`config.mk`:
```
export PLATFORM = sky130hd
export DESIGN_NAME = ledm_scan_ctrl
export DESIGN_NICKNAME = d
export VERILOG_FILES = /design/src/rtl/ledm_scan_ctrl.sv
export SDC_FILE = /design/constraint.sdc
export NUM_CORES = 1
export LEC_CHECK = 0
export CAP_MARGIN = 5
export CORE_MARGIN = 5
export CORE_UTILIZATION = 40
export CTS_BUF_LIST = sky130_fd_sc_hd__clkbuf_4 sky130_fd_sc_hd__clkbuf_8 sky130_fd_sc_hd__clkbuf_16
export DETAILED_ROUTE_END_ITERATION = 8
export PLACE_DENSITY = 0.55
export SLEW_MARGIN = 20
export SYNTH_ARGS = -nofsm -noshare
export SYNTH_HDL_FRONTEND = slang
export SYNTH_SLANG_ARGS = --single-unit
```
`constraint.sdc`:
```
create_clock -name clock_50MHz -period 3.98 [get_ports clock_50MHz]
set_clock_uncertainty 0.2 [all_clocks]
set_input_delay 0.796 -clock clock_50MHz [delete_from_list [all_inputs] [get_ports clock_50MHz]]
set_output_delay 0.796 -clock clock_50MHz [all_outputs]
set_load 0.01 [all_outputs]
```
`src/rtl/ledm_scan_ctrl.sv`:
```
// Double-buffered column-scan controller for the 8x5 PonG LED matrix, with active-low pin drive.
// Optional LEDM_DIM_EN macro adds a brightness input that shortens the row-on time within DRIVE.
module ledm_scan_ctrl #(
  parameter int unsigned CLK_HZ    = 50000000,
  parameter int unsigned COL_HZ    = 1000,
  parameter int unsigned N_COLS    = 5,
  parameter int unsigned N_ROWS    = 8,
  parameter int unsigned BLANK_CYC = 16
) (
  input  logic              clock_50MHz,
  input  logic              reset_n,
  input  logic              wr_valid,
  output logic              wr_ready,
  input  logic [2:0]        wr_col,
  input  logic [N_ROWS-1:0] wr_data,
  input  logic              swap_req,
  output logic              swap_ack,
  output logic              frame_tick,
`ifdef LEDM_DIM_EN
  input  logic [3:0]        brightness,
`endif
  output logic [N_ROWS-1:0] LEDM_R,
  output logic [N_COLS-1:0] LEDM_C
);

  localparam int unsigned DWELL     = CLK_HZ / COL_HZ;
  localparam int unsigned DRIVE_CYC = DWELL - BLANK_CYC;
  localparam int unsigned CNT_W     = $clog2(DWELL);
  localparam logic [CNT_W-1:0] CntLast   = CNT_W'(DWELL - 1);
  localparam logic [CNT_W-1:0] BlankLast = CNT_W'(BLANK_CYC - 1);
  localparam logic [2:0]       ColLast   = 3'(N_COLS - 1);

  typedef enum logic [0:0] {StBlank, StDrive} state_e;

  state_e             state_q, state_d;
  logic [CNT_W-1:0]   cnt_q, cnt_d;
  logic [2:0]         col_q, col_d;
  logic               front_sel_q, front_sel_d;
  logic               pending_q, pending_d;
  logic [N_ROWS-1:0]  bank_q [2][N_COLS];
  logic [N_ROWS-1:0]  ledm_r_q, ledm_r_d;
  logic [N_COLS-1:0]  ledm_c_q, ledm_c_d;
  logic               col_end;
  logic               rows_on;

  assign col_end = (cnt_q == CntLast);

`ifdef LEDM_DIM_EN
  logic [3:0]  bright_q;
  logic [31:0] on_lim;
  logic [31:0] drive_off;

  assign on_lim    = (DRIVE_CYC * (32'(bright_q) + 32'd1)) >> 4;
  assign drive_off = 32'(cnt_q) - BLANK_CYC;
  assign rows_on   = (state_q == StDrive) && (drive_off < on_lim);

  // Brightness is latched once per column so a mid-column change cannot glitch the duty.
  always_ff @(posedge clock_50MHz or negedge reset_n) begin
    if (!reset_n) begin
      bright_q <= 4'hF;
    end else if (state_q == StBlank && cnt_q == BlankLast) begin
      bright_q <= brightness;
    end
  end
`else
  assign rows_on = (state_q == StDrive);
`endif

  // State register
  always_ff @(posedge clock_50MHz or negedge reset_n) begin
    if (!reset_n) begin
      state_q     <= StBlank;
      cnt_q       <= '0;
      col_q       <= '0;
      front_sel_q <= 1'b0;
      pending_q   <= 1'b0;
    end else begin
      state_q     <= state_d;
      cnt_q       <= cnt_d;
      col_q       <= col_d;
      front_sel_q <= front_sel_d;
      pending_q   <= pending_d;
    end
  end

  // Next-state logic
  always_comb begin
    state_d     = state_q;
    cnt_d       = cnt_q + 1'b1;
    col_d       = col_q;
    case (state_q)
      StBlank: begin
        if (cnt_q == BlankLast) state_d = StDrive;
      end
      StDrive: begin
        if (col_end) begin
          state_d = StBlank;
          cnt_d   = '0;
          col_d   = (col_q == ColLast) ? 3'd0 : col_q + 3'd1;
        end
      end
      default: state_d = StBlank;
    endcase
    pending_d = pending_q;
    if (swap_ack) begin
      pending_d = 1'b0;
    end else if (swap_req) begin
      pending_d = 1'b1;
    end
    front_sel_d = front_sel_q ^ swap_ack;
  end

  // Output logic: handshake/pulses are combinational, pin values are registered next
  always_comb begin
    frame_tick = (state_q == StDrive) && col_end && (col_q == ColLast);
    swap_ack   = frame_tick && (pending_q || swap_req);
    wr_ready   = !swap_ack;
    ledm_c_d   = '1;
    if (state_q == StDrive) ledm_c_d = ~(N_COLS'(1) << col_q);
    ledm_r_d   = rows_on ? ~bank_q[front_sel_q][col_q] : '1;
  end

  // Writes target the back bank; out-of-range columns are accepted but dropped.
  always_ff @(posedge clock_50MHz or negedge reset_n) begin
    if (!reset_n) begin
      ledm_r_q <= '1;
      ledm_c_q <= '1;
      for (int b = 0; b < 2; b++) begin
        for (int c = 0; c < N_COLS; c++) begin
          bank_q[b][c] <= '0;
        end
      end
    end else begin
      ledm_r_q <= ledm_r_d;
      ledm_c_q <= ledm_c_d;
      if (wr_valid && wr_ready && (wr_col <= ColLast)) begin
        bank_q[~front_sel_q][wr_col] <= wr_data;
      end
    end
  end

  assign LEDM_R = ledm_r_q;
  assign LEDM_C = ledm_c_q;

endmodule

```
## Yosys cells after proc, flatten, opt, wreduce, memory -nomap -nowiden

Cells that the tools add are included.

| storage, ports and cells | value |
|---|---|
| register bits | 115 |
| bits in latches | 0 |
| bits in writable memories | 0 |
| ROM bits | 0 |
| input bits | 15 |
| output and inout port bits | 16 |
| word-level logic and storage cells | 71 |
| memories kept | 0 |

| operators by class | value |
|---|---|
| $add $sub $neg | 2 |
| $mul | 0 |
| div/mod/pow operators | 0 |
| order comparisons | 7 |
| equality and inequality tests | 3 |
| shifts and indexed selects | 1 |
| multiplexer cells | 21 |
| bitwise logic cells | 9 |
| reductions and logical operators | 11 |

Operator list:

| kind | number |
|---|---|
| 40-bit 2-to-1 mux | 4 |
| 80-bit bitwise mux | 1 |
| 40-bit demux with 1-bit select | 1 |
| 16-bit 2-to-1 mux | 2 |
| 8-bit 2-to-1 mux | 4 |
| 8-bit binary-select mux with 3-bit select | 1 |
| 8-bit demux with 3-bit select | 1 |
| 16-bit by 1-bit adder with 16-bit output (second input constant) | 1 |
| 16-bit equality test (second input constant) | 1 |
| 16-bit by 4-bit equality test with 1-bit output (second input constant) | 1 |
| 4-bit greater-or-equal comparator (second input constant) | 2 |
| 3-bit NOT with 4-bit output | 2 |
| 8-bit NOT | 1 |
| 1-bit logical AND | 7 |
| 5-bit 2-to-1 mux | 1 |
| 5-bit NOT | 1 |
| 1-bit by 3-bit << shifter with 5-bit output (first input constant) | 1 |
| 2-bit greater-or-equal comparator (second input constant) | 2 |
| 4-bit by 1-bit less-than comparator with 1-bit output (second input constant) | 1 |
| 1-bit 2-to-1 mux | 4 |
| 1-bit NOT with 2-bit output | 2 |
| 3-bit by 1-bit adder with 3-bit output (second input constant) | 1 |
| 3-bit equality test (second input constant) | 1 |
| 3-bit <= comparator (second input constant) | 1 |
| 9 further kinds | 10 |

## Longest topological paths before layout

| logic depth | value |
|---|---|
| word-level depth | 9 |
| mapped depth | 9 |
| mapped depth without buffers | 6 |

## Least setup slack after synthesis

Ideal clock, no wire load.

| timing | value |
|---|---|
| kind | reg2out |
| start | reg col_q[1] |
| end | out swap_ack |
| data arrival time | 1.932 ns |
| required time | 2.984 ns |
| setup slack | 1.052 ns |
| stages on the path, launching flop included | 7 |
| path buffers | 1 |
| path through | dfrtp_1 > inv_1 > clkbuf_1 > ha_1 > o211ai_1 > or4_4 > inv_1 |

| on the way | value |
|---|---|
| longest elaborated chain between the ends | 3 |

Ends and longest elaborated chain:

| what | RTL line | RTL |
|---|---|---|
| start: declaration | 37 | `logic [2:0] col_q, col_d;` |
| start signal: assignment | 80 | `col_q <= col_d;` |
| 3-bit equality test | 115 | `frame_tick = (state_q == StDrive) && col_end && (col_q == ColLast);` |
| 1-bit logical AND | 115 |  |
| 1-bit logical AND | 116 | `swap_ack = frame_tick && (pending_q \|\| swap_req);` |
| end: declaration | 17 | `output logic swap_ack,` |

Every way passes these cells.

## Worst setup path after layout

| timing | value |
|---|---|
| start | reg cnt_q[4] |
| end | out swap_ack |

| on the way | value |
|---|---|
| longest elaborated chain between the ends | 4 |

Ends and longest elaborated chain:

| what | RTL line | RTL |
|---|---|---|
| start: declaration | 36 | `logic [CNT_W-1:0] cnt_q, cnt_d;` |
| start signal: assignment | 79 | `cnt_q <= cnt_d;` |
| 16-bit equality test | 46 | `assign col_end = (cnt_q == CntLast);` |
| 1-bit logical AND (2 in a row) | 115 |  |
| 1-bit logical AND | 116 |  |

Every way passes these cells.

==> metrics.csv <==
stage,metric,value,unit
die,pin_count,31,
synthesis,synth_edf_count,0,
worst_setup_path,crit_path_frequent_cell,or4_4,
worst_setup_path,critical_path_class,reg -> out,
clock_tree,path_clk_slew,50,ps
finish,syn2layout_area_growth,20.43,%
worst_setup_path,r2r-end,bank_q[36],
worst_setup_path,cpMaxStageDelayCell,or4_4,
die,placement_rows,42,
global_route,grt-busiest-layer,met2,
sta,worst_pin_slew,725.4,ps
worst_setup_path,max_stage_delay,590,ps
worst_setup_path,crit_start,cnt_q[4],
worst_setup_path,critPathMaxFanout,5,
synthesis,ys_seq_area_share,54.69,%
placed_design,io_buffers,30,
clock_tree,h-tree-depth,4,
sta,min_period,3579,ps
pwr,p_sw_share,20.48,%
run,drv_cap,0,
clock_tree,ctsHoldBuffers,0,
clock_tree,clock_sinks,115,
global_route,grtUsageMet2,24.93,%
sta,tns,0,ps
die,chipWidth,125.0,um
clock_tree,cts.path.max_buffers,2,
sta,holdWs,241.5,ps
drt,drt-initial-drc-count,162,
sta,final.period_utilization,89.92,%
worst_setup_path,reg2reg_depth,7,
pwr,ir_drop,0.0002971,V
die,core-area,13090,um^2
worst_setup_path,crit_path_end_kind,output pin,
synthesis,postSynthCellCount,362,
synthesis,avgSynthCellArea,14.62,um^2
synthesis,syn_nets,383,
sta,timing.fmax,279.4,MHz
clock_tree,clk_latency,410,ps
pwr,combPwrFrac,5.1,%
pwr,pwr_density_cell,462.1,nW/um^2
drt,viasPerCell,5.135,
global_route,use_met1,19.29,%
global_route,gr-total-overflow,0,
synthesis,synth_common_cells,"102 x dfrtp_1, 81 x mux2_2, 17 x mux2i_1",
hold_path,hp-class,in -> async,
drt,firstDrtPassIters,4,
finish,diodes,0,
worst_setup_path,cp-start-kind,register,
pwr,p_leak,2.743,nW
pwr,p_seq_share,44.2,%
synthesis,synth_most_common_cell,dfrtp_1,
worst_setup_path,r2r_setup_slack,1470,ps
worst_setup_path,critPathArrivalTime,2580,ps
synthesis,synthArstFlopShare,100.0,%
die,die_h,125.0,um
clock_tree,ctsResizeCount,0,
sta,final_max_slew_viol_count,0,
worst_setup_path,required,2980,ps
synthesis,synth_top_area_share,48.24,%
finish,drive_gt1_share,40.67,%
global_route,grt_pass1_vias,3323,
drt,antenna_left,0,
drt,routed_wl,10920,um
placed_design,dp_hpwl,7056,um
placed_design,gp_congestion,0.7414,
synthesis,ys.flop_type,dfrtp_1,
clock_tree,cts_made_buffers,17,
synthesis,yosysWarningCount,0,
die,die_area,15630,um^2
worst_setup_path,r2r_start,col_q[0],
pwr,clockPowerShare,50.7,%
global_route,use_met3,4.520,%
worst_setup_path,path_cells,or4_4 -> or4_4 -> inv_1 -> clkdlybuf4s50_1,
synthesis,synth-seq-cells,115,
drt,drc,0,
global_route,grtUsageTotal,15.17,%
global_route,grt_antenna_before_repair,0,
sta,rsz0062_at_grt,false,
pwr,internal_power,0.002342,W
synthesis,netlist_area,5291,um^2
sta,slew_headroom,51.64,%
synthesis,yosys.area.top_type,dfrtp_1,
clock_tree,cts_setup_buffers,0,
drt,vias,3050,
synthesis,ys_types,41,
global_route,grt_max_degree,116,
status,status,completed,
clock_tree,tritoncts,yes,
finish,final.fill_count,1130,
clock_tree,root_buffer,clkbuf_16,
die,start_util,40.44,%
finish,num-nets-final,426,
sta,setup-violations-final,0,
global_route,grt_first_pass_wirelength,18180,um
synthesis,ys_top_cells_by_area,"dfrtp_1 48%, mux2_2 17%, mux4_2 6.8%",
pwr,power_switching,0.0006030,W
drt,wl_per_cell,18.38,um
sta,hold_violations,0,
-- power by group through the flow --
stage / clock network [W] / logic (W) / registers, W
after detailed placement: 0 / 0.000153 / 0.00132
after global routing: 0.00158 / 0.000169 / 0.00131
final: 0.00149 / 0.000150 / 0.00130
after floorplan: 0 / 0.0000910 / 0.00131
after global placement: 0 / 0.000147 / 0.00132
after CTS: 0.00152 / 0.000153 / 0.00130
-- stage by stage --
step | instance area, um^2 | util, % | power (W) | setup WS (ps) | std cells
after floorplan | 5291 | - | 0.001399 | 1052 | 362
final | 6372 | 48.70 | 0.002945 | 401.3 | 594
after CTS | 6372 | 48.70 | 0.002980 | 372.3 | 594
after global routing | 6372 | 48.70 | 0.003062 | 340.2 | 594
after detailed placement | 5787 | 44.22 | 0.001476 | 486.0 | 562
after global placement | 5787 | 44.22 | 0.001465 | 507.0 | 562
-- per-layer routing --
| layer | share of wire, % | up-vias | routed length, um |
|---|---|---|---|
| met2 | 49 | 38 | 5365 |
| met5 | 0 | - | 0 |
| li1 | - | 1427 | - |
| met4 | 1.3 | 0 | 139 |
| met1 | 46 | 1573 | 5065 |
| met3 | 3.2 | 12 | 345 |
-- cell type report --
class / count / area (um^2) / area share [%]
timing repair buffer: 35 / 347.8 / 5.458
sequential: 115 / 2895 / 45.43
multi-input combinational: 231 / 2305 / 36.17
tap: 176 / 220.2 / 3.456
clock inverter: 6 / 80.08 / 1.257
clock buffer: 26 / 505.5 / 7.932
inverter: 5 / 18.77 / 0.2945
-- kinds of logic (layout without fill, tap and decap cells) --
kind of cell	after synthesis	count (layout)	share of synthesized area, %
AOI/OAI and AO/OA	27	27	4.824
xor gates and xnor gates	13	13	2.294
DFF	115	115	54.69
buffers and inverters	16	72	1.868
muxes	115	115	27.48
and+or+nand+nor	70	70	7.425
adders and majority gates	6	6	1.419
-- worst max path at each step --
stage | to | slack (ps)
3_5_place_dp | swap_ack | 490
6_report | swap_ack | 400
2_1_floorplan | swap_ack | 1050
5_1_grt | swap_ack | 340
4_1_cts | swap_ack | 370
3_3_place_gp | swap_ack | 510
-- state kept, by name, indices dropped and copies added (netlist names) --
| register | count |
|---|---|
| LEDM_C | 5 |
| col_q | 3 |
| rows_on | 1 |
| cnt_q | 16 |
| front_sel_q | 1 |
| LEDM_R | 8 |
| bank_q | 80 |
| pending_q | 1 |
-- critical path: cells and delay by family, from the launching register on --
| kind | cells | cell delay [ps] |
|---|---|---|
| buf+inv | 2 | 600 |
| flops | 1 | 430 |
| simple gates | 2 | 1150 |
-- layout by cell type (no fill, tap or decap), types with 7 or more instances in the layout --
cell / count
clkbuf_4: 7
nand4_1: 7
o22a_1: 8
dfstp_2: 13
clkbuf_16: 17
clkdlybuf4s50_1: 29
mux2_2: 81
nand3_1: 10
mux2i_1: 17
dfrtp_1: 101
xor2_1: 8
nand2_1: 14
mux4_2: 16
nor2_1: 14
(Power assumes the default switching activity.)
